## config.mk

```make
export PLATFORM = sky130hd
export DESIGN_NAME = hazard_fwd_ctrl
export DESIGN_NICKNAME = d
export VERILOG_FILES = /design/src/rtl/hazard_fwd_ctrl.sv
export SDC_FILE = /design/constraint.sdc
export NUM_CORES = 1
export LEC_CHECK = 0
export ABC_CLOCK_PERIOD_IN_PS = 2550
export BUFFER_PORTS_ARGS = -buffer_cell sky130_fd_sc_hd__buf_4
export CAP_MARGIN = 10
export CORE_ASPECT_RATIO = 0.5
export CORE_MARGIN = 2
export CORE_UTILIZATION = 52
export CTS_CLUSTER_SIZE = 14
export DETAILED_ROUTE_END_ITERATION = 6
export PLACE_DENSITY = 0.91
export SLEW_MARGIN = 20
export SYNTH_ARGS = -nofsm -noshare
export SYNTH_HDL_FRONTEND = slang
export SYNTH_SLANG_ARGS = --single-unit
```

## constraint.sdc

```tcl
create_clock -name clk -period 2.55 [get_ports clk]
set_clock_uncertainty 0.1 [all_clocks]
set_input_delay 0 -clock clk [delete_from_list [all_inputs] [get_ports clk]]
set_output_delay 0 -clock clk [all_outputs]
set_load 0.02 [all_outputs]
```

## src/rtl/hazard_fwd_ctrl.sv

```systemverilog
// Hazard/forwarding controller for the 5-stage pipeline: tracks EX/MEM/WB destinations,
// selects ID-stage operand bypass sources, and issues load-use stalls, flushes and freezes.
`timescale 1ns/1ps
module hazard_fwd_ctrl #(
  parameter int RA_W  = 5,
  parameter int CNT_W = 16
) (
  input  logic             clk,
  input  logic             rst_n,
  input  logic             id_valid,
  input  logic [RA_W-1:0]  id_rs,
  input  logic [RA_W-1:0]  id_rt,
  input  logic             id_use_rs,
  input  logic             id_use_rt,
  input  logic [RA_W-1:0]  id_rd,
  input  logic             id_wreg,
  input  logic             id_load,
  input  logic             id_br_taken,
  input  logic             mem_busy,
  output logic [1:0]       fwda,
  output logic [1:0]       fwdb,
  output logic             pc_wen,
  output logic             ifid_wen,
  output logic             idex_bubble,
  output logic             ifid_flush,
  output logic             pipe_freeze,
  output logic [CNT_W-1:0] stall_cnt
);

  typedef struct packed {
    logic            vld;
    logic [RA_W-1:0] rd;
    logic            wreg;
    logic            load;
  } stage_t;

  typedef enum logic [1:0] {RUN, LU_STALL, MEM_WAIT} state_e;

  stage_t           ex_q, ex_d, mem_q, mem_d, wb_q, wb_d;
  state_e           state_q, state_d;
  logic [CNT_W-1:0] stall_cnt_q, stall_cnt_d;

  logic busy;
  logic lu_hazard;

  function automatic logic stage_hit(input stage_t s, input logic [RA_W-1:0] r,
                                     input logic use_r);
    return s.vld & s.wreg & (s.rd == r) & (r != '0) & use_r;
  endfunction

  // A load still in EX has no data yet; it is covered by the load-use stall instead.
  function automatic logic [1:0] fwd_sel(input stage_t ex_s, input stage_t mem_s,
                                         input logic [RA_W-1:0] r, input logic use_r);
    logic [1:0] sel;
    sel = 2'b00;
    if (stage_hit(ex_s, r, use_r) && !ex_s.load) sel = 2'b01;
    else if (stage_hit(mem_s, r, use_r))         sel = mem_s.load ? 2'b11 : 2'b10;
    return sel;
  endfunction

  // Controls are combinational, so gate the live inputs with rst_n to force reset values
  // on the outputs for the whole time reset is held.
  assign busy      = mem_busy & rst_n;
  assign lu_hazard = id_valid & ex_q.load &
                     (stage_hit(ex_q, id_rs, id_use_rs) | stage_hit(ex_q, id_rt, id_use_rt));

  always_comb begin
    // NOTE: every signal written here gets a default first, so no path can infer a latch.
    fwda        = fwd_sel(ex_q, mem_q, id_rs, id_use_rs);
    fwdb        = fwd_sel(ex_q, mem_q, id_rt, id_use_rt);
    pc_wen      = 1'b1;
    ifid_wen    = 1'b1;
    idex_bubble = 1'b0;
    ifid_flush  = 1'b0;
    pipe_freeze = 1'b0;
    if (busy) begin
      pc_wen      = 1'b0;
      ifid_wen    = 1'b0;
      pipe_freeze = 1'b1;
    end else if (lu_hazard) begin
      pc_wen      = 1'b0;
      ifid_wen    = 1'b0;
      idex_bubble = 1'b1;
    end else begin
      ifid_flush  = id_br_taken & id_valid & rst_n;
    end
  end

  always_comb begin
    state_d = state_q;
    unique case (state_q)
      RUN:      state_d = busy ? MEM_WAIT : (lu_hazard ? LU_STALL : RUN);
      LU_STALL: state_d = busy ? MEM_WAIT : RUN;
      MEM_WAIT: state_d = busy ? MEM_WAIT : RUN;
      default:  state_d = RUN;
    endcase
  end

  always_comb begin
    ex_d  = ex_q;
    mem_d = mem_q;
    wb_d  = wb_q;
    if (!pipe_freeze) begin
      ex_d.vld  = id_valid & ~idex_bubble;
      ex_d.rd   = id_rd;
      ex_d.wreg = id_wreg;
      ex_d.load = id_load;
      mem_d     = ex_q;
      wb_d      = mem_q;
    end
  end

  always_comb begin
    stall_cnt_d = stall_cnt_q;
    if (!pc_wen && stall_cnt_q != '1) stall_cnt_d = stall_cnt_q + CNT_W'(1);
  end

  always_ff @(posedge clk or negedge rst_n) begin
    if (!rst_n) begin
      ex_q        <= '0;
      mem_q       <= '0;
      wb_q        <= '0;
      state_q     <= RUN;
      stall_cnt_q <= '0;
    end else begin
      // NOTE: non-blocking so every flop samples pre-edge values regardless of statement order.
      ex_q        <= ex_d;
      mem_q       <= mem_d;
      wb_q        <= wb_d;
      state_q     <= state_d;
      stall_cnt_q <= stall_cnt_d;
    end
  end

  assign stall_cnt = stall_cnt_q;

  // WB is tracked for completeness but never forwarded: the regfile writes in the first half-cycle.
  logic unused_wb;
  assign unused_wb = ^wb_q;

endmodule
```

==> out/qor.csv <==
stage;metric;value;unit
status;outcome;complete, no violations;
yosys;Post-synth top flop;dfrtp_1;
grt;GRT overflow;0;
final_layout;commonest non-fill, non-tap cell in the layout;nand2_1;
worst_setup_path;critical path type;register to register;
worst_setup_path;Crit. Startpoint;ex_q[3];
yosys;cells after synthesis;202;
yosys;Synth Warn #;0;
sta;FMAX;0.4435;GHz
clock_network;# clock sinks;32;
route;vias;1695;
min_path;HP Class;input pin to register;
floorplanning;Die Y;45.98;µm
route;DRC Markers;0;
power_and_ir_drop;pwr/cell area;597.8;nW/µm²
worst_setup_path;Reg2Reg Setup Slack;0.30;ns
sta;Max transition margin;61.04;%
yosys;Mean Syn Cell Area;9.074;µm²
sta;worst-margin pin slew;0.5783;ns
yosys;Synth async-reset ratio;100.0;%
final_layout;# diodes;0;
clock_network;CTS buffer count;5;
yosys;Post-synth EDFFs;0;
worst_setup_path;RR Startpoint;ex_q[3];
grt;largest net degree at the start of global routing;34;
clock_network;# H-tree levels;2;
worst_setup_path;critical path capture point;stall_cnt[14];
clock_network;TritonCTS clock tree;built;
worst_setup_path;RR Endpoint;stall_cnt[14];
route;Routed WL;4679;µm
sta;Total Negative Setup Slacks;0;ns
grt;first-pass GRT wire length;7534;µm
worst_setup_path;Worst EP required;2.62;ns
floorplanning;# IOs;49;
grt;vias in the first global route;1685;
sta;worst hold slack;0.02722;ns
yosys;Syn Std Cell Area;1833;µm²
clock_network;Worst-path clk slew;0.07;ns
route;Pre-Repair DR Iteration Count;5;
sta;RSZ-0062 raised after global routing;no;
sta;Final Hold Fails;0;
final_layout;# fillers;238;
final_layout;share of post-route cells with drive strength above 1;27.00;%
job;Max-Cap Viols;0;
final_layout;Nets;287;
floorplanning;core area;3397;µm²
worst_setup_path;CP Launch Type;register;
floorplanning;Initial Util;53.96;%
clock_network;Post-CTS Resized;0;
route;routed len/inst;14.90;µm
grt;All-Layer GR Usage;24.82;%
clock_network;clock latency on the worst-skew pair;0.29;ns
floorplanning;Die X;87.97;µm
yosys;synthesized flop and latch total;32;
sta;final setup fails;0;
floorplanning;Std-Cell Rows;15;
worst_setup_path;Critical Path AT;2.32;ns
yosys;Syn Nets;227;
clock_network;CTS Root Cell;clkbuf_8;
place;HPWL after DPL;3083;µm
sta;period utilization;88.42;%
clock_network;hold buffer count at CTS;9;
place;PortBufs;48;
sta;Period minus WS final;2.255;ns
route;Post-DRT Antenna Nets;0;
worst_setup_path;cell count of the worst reg-to-reg path;6;
grt;initial antenna violation count;0;
power_and_ir_drop;Max IR drop VDD;430.1;µV
power_and_ir_drop;leakage;1.154;nW
clock_network;post-CTS setup buffers;0;
worst_setup_path;Critical Path End Type;register;
yosys;number of library cell types mapped by synthesis;36;
floorplanning;die area;4045;µm²
place;final RePlAce weighted congestion;0.8944;
worst_setup_path;CP max FO;4;
yosys;register area share after synthesis;43.69;%
clock_network;CTS Buffer Depth;2;
route;routed vias/inst;5.398;
final_layout;most frequent cells in the layout;65 x nand2_1, 51 x buf_4, 32 x dfrtp_1, 18 x xnor2_1, 12 x xor2_1;
sta;Slew Viols, Final;0;
route;1st-iter DRT viols;116;
final_layout;Area Overhead vs Synth;32.22;%
## cell type report
cell class | instances | area [µm²] | area share (%)
Multi-Input combinational cell | 162 | 989.7 | 40.84
Sequential cell | 32 | 800.8 | 33.04
Timing Repair Buffer | 60 | 473.0 | 19.51
Clock buffer | 6 | 82.58 | 3.407
Tap cell | 51 | 63.81 | 2.633
Clock inverter | 2 | 10.01 | 0.4130
Inverter | 1 | 3.754 | 0.1549
## per-layer routing
layer | track usage [%] | part of all wire (%)
met1 | 29.79 | 43
met2 | 45.61 | 50
met3 | 4.891 | 4.3
met4 | 8.923 | 2.1
met5 | 0 | 0
## critical path, stage by stage (launching register included)
cell,delay [ns]
dfrtp_1,0.45
xnor2_1,0.17
nand4_1,0.16
nor3_2,0.36
nor3_1,0.16
or3b_2,0.48
mux2_2,0.27
## state kept, by name, indices dropped and copies added, names as in the netlist
register and count:
ex_q 8, stall_cnt 16, mem_q 8
## worst min-delay path by stage
stage	start	endpoint	slack (ns)	cells past startpoint
after floorplan	rst_n	ex_q[0]	-0.40	0
final	mem_busy	ex_q[6]	0.03	4
after global routing	mem_busy	ex_q[0]	0.05	4
after CTS	mem_busy	ex_q[6]	0.03	4
after global placement	rst_n	stall_cnt[10]	-0.04	2
after detailed placement	rst_n	stall_cnt[10]	-0.03	2
## cell usage after synthesis, types with 2 or more instances
cell type	instances	area share [%]
o21ai_2	2	0.96
nor2b_1	2	0.68
nand2b_1	3	1.0
and4_1	2	0.96
nor2_1	4	0.82
and3_1	3	1.0
nor4_1	4	1.4
mux2_2	3	1.8
or4_1	2	0.82
nand2_1	65	13
nor3_1	4	1.1
dfrtp_1	32	44
nand4_1	5	1.7
nand3_1	5	1.4
clkbuf_1	4	0.82
a21o_1	3	1.2
a21oi_2	2	0.96
xnor2_1	18	8.6
nor3_2	2	1.1
xor2_1	12	5.7
o21ai_0	2	0.55
a21oi_1	4	1.1
a211oi_1	6	2.5
## metrics by stage
stage	setup WS, ns	instances	util [%]	instance area [µm²]	power (mW)
after floorplan	0.5164	202	-	1833	0.8621
after global placement	0.4274	297	65.97	2241	1.016
after detailed placement	0.3867	297	65.97	2241	1.029
after CTS	0.3757	314	71.34	2424	1.445
after global routing	0.1768	314	71.34	2424	1.515
final	0.2954	314	71.34	2424	1.449
## kinds of logic (layout without fill, tap and decap cells)
kind of cell	count (synthesis)	count (layout)	synth area share (%)
AND/OR/NAND/NOR	103	103	26.07
flip-flops	32	32	43.69
XOR/XNOR	30	30	14.33
AO/OA/AOI/OAI	23	23	9.898
buffers and inverters	8	69	2.320
multiplexers	5	5	3.003
adder cells (fa/ha/maj)	1	1	0.6825
## power breakdown
group | internal (mW) | total, mW | switching (mW)
Clock | 0.215 | 0.411 | 0.196
Sequential | 0.576 | 0.668 | 0.0912
Combinational | 0.177 | 0.370 | 0.193
No activity file was read; power rests on OpenSTA's default activity.
